## src/rtl/program_loader.sv

```systemverilog
// Framed byte-stream writer for the CPU instruction store: count byte, 2N word
// bytes (high then low), XOR checksum; keeps the CPU in reset until a good load.
module program_loader #(
  parameter int ADDR_WIDTH = 4,
  parameter int START_ADDR = 0
) (
  input  logic                  clk,
  input  logic                  rst,
  input  logic                  start,
  input  logic                  in_valid,
  input  logic [7:0]            in_data,
  output logic                  in_ready,
  output logic                  imem_we,
  output logic [ADDR_WIDTH-1:0] imem_waddr,
  output logic [15:0]           imem_wdata,
  output logic                  cpu_hold,
  output logic                  busy,
  output logic                  done,
  output logic                  error,
  output logic [ADDR_WIDTH:0]   words_loaded
);

  localparam int MAX_WORDS = 1 << ADDR_WIDTH;
  localparam logic [ADDR_WIDTH-1:0] BASE_ADDR = ADDR_WIDTH'(START_ADDR);

  typedef enum logic [2:0] {IDLE, COUNT, HI, LO, CHK, DONE, ERROR} state_t;

  state_t                state_reg;
  logic [ADDR_WIDTH:0]   count_reg;
  logic [ADDR_WIDTH:0]   idx_reg;
  logic [ADDR_WIDTH:0]   idx_next;
  logic [7:0]            hi_reg;
  logic [7:0]            csum_reg;
  logic [7:0]            csum_next;
  logic                  xfer;
  logic                  launch;

  assign in_ready = (state_reg == COUNT) || (state_reg == HI) ||
                    (state_reg == LO)    || (state_reg == CHK);
  assign busy      = in_ready;
  assign xfer      = in_valid && in_ready;
  // start is only honoured when no load is in flight
  assign launch    = start && ((state_reg == IDLE) || (state_reg == DONE) ||
                               (state_reg == ERROR));
  assign idx_next  = idx_reg + (ADDR_WIDTH+1)'(1);
  assign csum_next = csum_reg ^ in_data;
  assign words_loaded = idx_reg;

  always_ff @(posedge clk) begin
    if (!rst) begin
      state_reg  <= IDLE;
      count_reg  <= '0;
      idx_reg    <= '0;
      hi_reg     <= '0;
      csum_reg   <= '0;
      imem_we    <= 1'b0;
      imem_waddr <= '0;
      imem_wdata <= '0;
      cpu_hold   <= 1'b1;
      done       <= 1'b0;
      error      <= 1'b0;
    end else begin
      imem_we <= 1'b0;
      if (launch) begin
        state_reg <= COUNT;
        csum_reg  <= '0;
        idx_reg   <= '0;
        done      <= 1'b0;
        error     <= 1'b0;
        cpu_hold  <= 1'b1;
      end else if (xfer) begin
        case (state_reg)
          COUNT: begin
            if ((in_data == 8'd0) || (int'(in_data) > MAX_WORDS)) begin
              state_reg <= ERROR;
              error     <= 1'b1;
            end else begin
              count_reg <= (ADDR_WIDTH+1)'(in_data);
              state_reg <= HI;
            end
          end
          HI: begin
            hi_reg    <= in_data;
            csum_reg  <= csum_next;
            state_reg <= LO;
          end
          LO: begin
            // word write is registered here, so it appears one cycle after the low byte
            csum_reg   <= csum_next;
            imem_we    <= 1'b1;
            imem_waddr <= BASE_ADDR + idx_reg[ADDR_WIDTH-1:0];
            imem_wdata <= {hi_reg, in_data};
            idx_reg    <= idx_next;
            state_reg  <= (idx_next == count_reg) ? CHK : HI;
          end
          CHK: begin
            if (in_data == csum_reg) begin
              state_reg <= DONE;
              done      <= 1'b1;
              cpu_hold  <= 1'b0;
            end else begin
              state_reg <= ERROR;
              error     <= 1'b1;
            end
          end
          default: ;
        endcase
      end
    end
  end

endmodule

```

## config.mk

```make
export PLATFORM = sky130hd
export DESIGN_NAME = program_loader
export DESIGN_NICKNAME = d
export VERILOG_FILES = /design/src/rtl/program_loader.sv
export SDC_FILE = /design/constraint.sdc
export NUM_CORES = 1
export LEC_CHECK = 0
export ABC_AREA = 1
export CORE_MARGIN = 5
export CORE_UTILIZATION = 51
export DETAILED_ROUTE_END_ITERATION = 16
export GPL_ROUTABILITY_DRIVEN = 0
export PLACE_DENSITY = 0.86
export RECOVER_POWER = 100
export SLEW_MARGIN = 20
export SYNTH_ARGS = -nofsm -noshare
export SYNTH_HDL_FRONTEND = slang
export SYNTH_SLANG_ARGS = --single-unit
```

## constraint.sdc

```tcl
create_clock -name clk -period 2.2 [get_ports clk]
set_clock_uncertainty 0.2 [all_clocks]
set_input_delay 0.22 -clock clk [delete_from_list [all_inputs] [get_ports clk]]
set_output_delay 0.22 -clock clk [all_outputs]
set_load 0.02 [all_outputs]
```

==> results of run 1 <==
## worst register-to-register path: cells and delay by family (launching register included)
family	cells	cell delay, ns
buf+inv	2	0.36
compound gates	1	0.06
simple gates	5	0.83
flops	1	0.40
## power by group through the flow
stage | Combinational [W] | Clock (W) | Sequential (W)
CTS | 0.000261 | 0.000610 | 0.00100
finish | 0.000249 | 0.000594 | 0.000999
global placement | 0.000256 | 0 | 0.00102
detailed placement | 0.000259 | 0 | 0.00102
floorplan | 0.000166 | 0 | 0.00103
global route | 0.000277 | 0.000648 | 0.00100
## metrics by stage
| stage | hold WS (ns) | instances | utilization, % |
|---|---|---|---|
| 6_report | 0.256 | 420 | 64.6 |
| 5_1_grt | 0.288 | 420 | 64.6 |
| 3_5_place_dp | 0.244 | 412 | 63.0 |
| 2_1_floorplan | 0.155 | 324 | - |
| 3_3_place_gp | 0.242 | 412 | 63.0 |
| 4_1_cts | 0.260 | 420 | 65.2 |
## cell usage in the layout, fill, tap and decap left out, types with 2 or more instances in the layout
cell and count:
dfxtp_1 52, xor2_1 2, nor3_1 7, nand4_1 6, clkbuf_8 5, clkdlybuf4s50_1 11, nand3_1 10, nor2_1 68
o21ai_0 32, nand2_1 56, a21oi_1 37, dlygate4sd3_1 31, clkbuf_2 2, buf_4 3, inv_1 30
## timing repair
action                     CTS  global route
gates resized for setup      0             1
buffers inserted             0             0
setup endpoints to repair    0             2
## routing by layer
metal | vias up | global-route usage, % | part of all wire [%]
li1 | 1126 | - | -
met1 | 997 | 24.1 | 45
met2 | 67 | 29.5 | 47
met3 | 12 | 4.57 | 6.2
met4 | 0 | 6.70 | 2.1
met5 | - | 0 | 0
## final timing paths
check | from | endpoint | depth (start not counted)
worst max-delay path | state_reg[2]$_SDFFE_PP0P_ | busy | 3
worst min-delay path | error$_SDFFE_PP0P_ | error$_SDFFE_PP0P_ | 2
worst max register to register | state_reg[1]$_SDFFE_PP0P_ | words_loaded[2]$_SDFFE_PP0P_ | 8
worst min register to register | error$_SDFFE_PP0P_ | error$_SDFFE_PP0P_ | 2
## cells by family (layout without fill, tap and decap cells)
logic type	after synthesis	after routing	share of synthesized area [%]
adders and majority gates	1	1	0.542
xor gates and xnor gates	2	2	0.759
buffers and inverters	43	87	8.51
AOI/OAI and AO/OA	72	72	15.9
and+or+nand+nor	153	153	28.3
DFF	53	53	46.0
## synth_stat cells (all sizes together)
cell	count	area (µm²)
o21ai	32	160
o21a	1	7.51
inv	31	119
clkbuf	3	11.3
nor2	70	280
nand3	10	50.1
ha	1	12.5
or2	1	6.26
o21bai	1	7.51
a31oi	1	6.26
nand3b	1	7.51
a21oi	37	185
nand4	6	37.5
xor2	2	17.5
nor3	7	35.0
buf	9	66.3
nand2	58	238
dfxtp	53	1060
## cell type report
type / instances / area share [%]
Clock buffer: 5 / 2.43
Tap cell: 52 / 2.30
Inverter: 31 / 4.19
Sequential cell: 53 / 37.5
Multi-Input combinational cell: 228 / 36.5
Timing Repair Buffer: 48 / 16.1
Clock inverter: 3 / 1.02
==> results.txt, run 1 <==
die area = 5970 µm²
number of flip-flops in the largest register = 16
Synth Warn # = 0
DR DRC count = 0
CP Launch Type = flip-flop
Slew Viols, Final = 0
final hold vios = 0
Worst VDD drop = 0.000512 V
CP Capture Type = output pin
drt pass-1 iters = 5
#FFs+latches synth = 53
Clk pin slew, worst setup/hold paths = 0.10 ns
static leakage = 1.26 nW
WL/cell = 12.5 µm
final net count = 380
first-pass GRT wire length = 9.18 mm
Die W = 77.3 µm
GRT Util Overall = 18.5%
slowest stage cell, crit path = clkdlybuf4s50_1
IO Pins = 43
cell row count = 24
Cells after Synth = 324
Psw = 0.000532 W
Power Density = 650 nW/µm²
Multi-input gate area = 1030 µm²
CP required = 1.78 ns
largest net degree at the start of global routing = 25
initial antenna violation count = 0
Clock power frac = 32.3%
Synth cell types = 27
RSZ-0062 raised after global routing = no
Die Ht = 77.3 µm
syn avg cell area = 7.12 µm²
htree depth = 2
DP Wirelength = 3.82 mm
reg-to-reg setup timing slack = 0.29 ns
CTS tree = built
starting density of the core = 52.7%
Filler cells = 400
Syn Std Cell Area = 2310 µm²
worst min path class = flip-flop to flip-flop
Mapped Nets = 337
Rel. slew slack = 66.7%
kind of critical path = flip-flop to output pin
Detail Route Antenna Nets = 0
Setup violations, final = 0
worst path arrival time = 1.63 ns
port bufs = 42
status = completed
Root Driver = clkbuf_8
FF/Latch Area = 1060 µm²
setup_tns = 0 ns
crit-path cells = o21bai_1 > nand2_2 > clkdlybuf4s50_1
Core Footprint = 4380 µm²
diodes inserted = 0
share of cells above drive strength 1 = 5.43%
cts hold-fix bufs = 0
number of CTS-inserted buffers = 5
Worst Path Buf+Inv = 1
vias in the first global route = 2,029
delay-heaviest family, CP = buffers and inverters
cell area after layout = 2830 µm²
Pint = 0.00131 W
min cycle time layout = 2.05 ns
placed cell area = 2760 µm²
period utilization = 93.0%
switching share of power = 28.9%
final worst slack = 0.154 ns
CP max FO = 10
clock sinks = 53
via count = 2,202
drt total wl = 5.26 mm
synthesis-to-layout area growth = 22.8%
Combinational Power Share = 13.5%
CP max stage delay = 0.62 ns
Seq pwr share = 54.2%
Setup WS pre-CTS = 0.264 ns
vias per cell = 5.24
register area share after synthesis = 46.0%
Max Cap Viol = 0
initial DRC count = 186
Least-Margin Pin Slew = 0.499 ns
Clock Latency Late Sink = 0.32 ns
Design Power = 0.00184 W
Max Freq = 489 MHz
CTS max path bufs = 2
GRT overflow = 0
Power figures use the tool's default switching activity.
==> run 2, diff against run 1 <==
--- a/config.mk
+++ b/config.mk
@@ -6,7 +6,7 @@
 export NUM_CORES = 1
 export LEC_CHECK = 0
 export ABC_AREA = 1
-export CORE_MARGIN = 5
+export CORE_MARGIN = 2
 export CORE_UTILIZATION = 51
 export DETAILED_ROUTE_END_ITERATION = 16
 export GPL_ROUTABILITY_DRIVEN = 0
==> results.txt, run 2 (synthesis results as in run 1) <==
WP depth = 3
reg-to-reg setup timing slack = 0.21 ns
R2R Path End = hi_reg[3]$_SDFFE_PN0P_
final net count = 381
Worst Path Buf+Inv = 1
Setup violations, final = 0
port bufs = 42
Max Freq = 486 MHz
worst min path class = flip-flop to flip-flop
CP required = 1.78 ns
largest net degree at the start of global routing = 25
number of flip-flops in the largest register = 16
RSZ-0062 raised after global routing = no
CTS max path bufs = 2
CTS tree = built
via count = 2,184
status = completed
Min-Delay Path Depth = 2
final hold vios = 0
vias in the first global route = 1,918
Detail Route Antenna Nets = 0
drt total wl = 5.12 mm
GRT overflow = 0
kind of critical path = flip-flop to output pin
GRT Util Overall = 20.8%
Critical path destination = busy
static leakage = 1.26 nW
DR DRC count = 0
Clock Latency Late Sink = 0.31 ns
slowest stage cell, crit path = clkdlybuf4s50_1
synthesis-to-layout area growth = 23.2%
Least-Margin Pin Slew = 0.563 ns
drt pass-1 iters = 4
cell row count = 24
placed cell area = 2770 µm²
Root Driver = clkbuf_8
reg-to-reg startpoint = state_reg[2]$_SDFFE_PP0P_
Slew Viols, Final = 0
cts hold-fix bufs = 0
cell area after layout = 2840 µm²
FF/Latch Area = 1060 µm²
worst-case reg-to-reg path depth = 8
CP max FO = 10
vias per cell = 5.19
Multi-input gate area = 1040 µm²
Max Cap Viol = 0
DP Wirelength = 3.79 mm
Die W = 71.3 µm
IO Pins = 43
initial DRC count = 240
diodes inserted = 0
commonest non-fill, non-tap cell in the layout = nor2_1
Power Density = 639 nW/µm²
setup_tns = 0 ns
number of CTS-inserted buffers = 5
Worst VDD drop = 0.000346 V
CP Launch Type = flip-flop
most frequent cells in the layout = 67 x nor2_1, 56 x nand2_1, 52 x dfxtp_1
Die Ht = 71.3 µm
min cycle time layout = 2.06 ns
worst path arrival time = 1.64 ns
CP Capture Type = output pin
delay-heaviest family, CP = buffers and inverters
starting density of the core = 53.0%
Filler cells = 395
first-pass GRT wire length = 8.47 mm
period utilization = 93.5%
htree depth = 2
Design Power = 0.00182 W
Core Footprint = 4350 µm²
crit path from = state_reg[2]$_SDFFE_PP0P_
Clk pin slew, worst setup/hold paths = 0.10 ns
Rel. slew slack = 62.3%
die area = 5080 µm²
share of cells above drive strength 1 = 6.50%
WL/cell = 12.2 µm
clock sinks = 53
CP max stage delay = 0.62 ns
crit-path cells = o21bai_1 > nand2_2 > clkdlybuf4s50_1
initial antenna violation count = 0
[run 2: worst min-delay path by stage]
stage	start	end
2_1_floorplan	in_data[6]	imem_wdata[6]$_SDFFE_PN0P_
3_3_place_gp	error$_SDFFE_PP0P_	error$_SDFFE_PP0P_
3_5_place_dp	error$_SDFFE_PP0P_	error$_SDFFE_PP0P_
4_1_cts	error$_SDFFE_PP0P_	error$_SDFFE_PP0P_
5_1_grt	error$_SDFFE_PP0P_	error$_SDFFE_PP0P_
6_report	error$_SDFFE_PP0P_	error$_SDFFE_PP0P_
[run 2: repair_timing]
item                       4_1_cts  5_1_grt
resized for setup                0        1
buffers inserted                 0        0
setup endpoints to repair        0        2
[run 2: cell type report]
class                   count  area share [%]
flip-flops and latches     53            37.4
multi-input cells         228            36.4
well taps                  52            2.29
clock buffers               5            2.42
repair buffers             49            16.5
inverters                  31            4.18
clock inverters             3           0.880
[run 2: worst reg2reg max path: stages (launching register included)]
cell and delay (ns):
dfxtp_2 0.43, o21bai_1 0.19, nand2_2 0.13, nand2_4 0.14, inv_4 0.06, nand2_1 0.42
nor2_1 0.13, a21oi_1 0.15, nor2_1 0.05
[run 2: layer usage]
layer / part of all wire [%] / up-vias / track usage [%]
li1: - / 1129 / -
met1: 46 / 985 / 28.0
met2: 47 / 64 / 32.5
met3: 5.8 / 6 / 5.63
met4: 1.1 / 0 / 7.34
met5: 0 / - / 0
[run 2: per-stage QoR]
| step | std cells | worst slack [ns] | hold slack, ns | util (%) |
|---|---|---|---|---|
| global placement | 413 | 0.137 | 0.246 | 63.6 |
| finish | 421 | 0.143 | 0.255 | 65.3 |
| CTS | 421 | 0.0162 | 0.259 | 65.7 |
| global route | 421 | 0.0608 | 0.281 | 65.3 |
| detailed placement | 413 | 0.155 | 0.245 | 63.6 |
| floorplan | 324 | 0.502 | 0.155 | - |
[run 2: where the power goes]
part	total (W)	internal, W	switching [W]
clock	0.000566	0.000230	0.000336
sequential	0.00100	0.000980	0.0000196
combinational	0.000252	0.0000933	0.000158
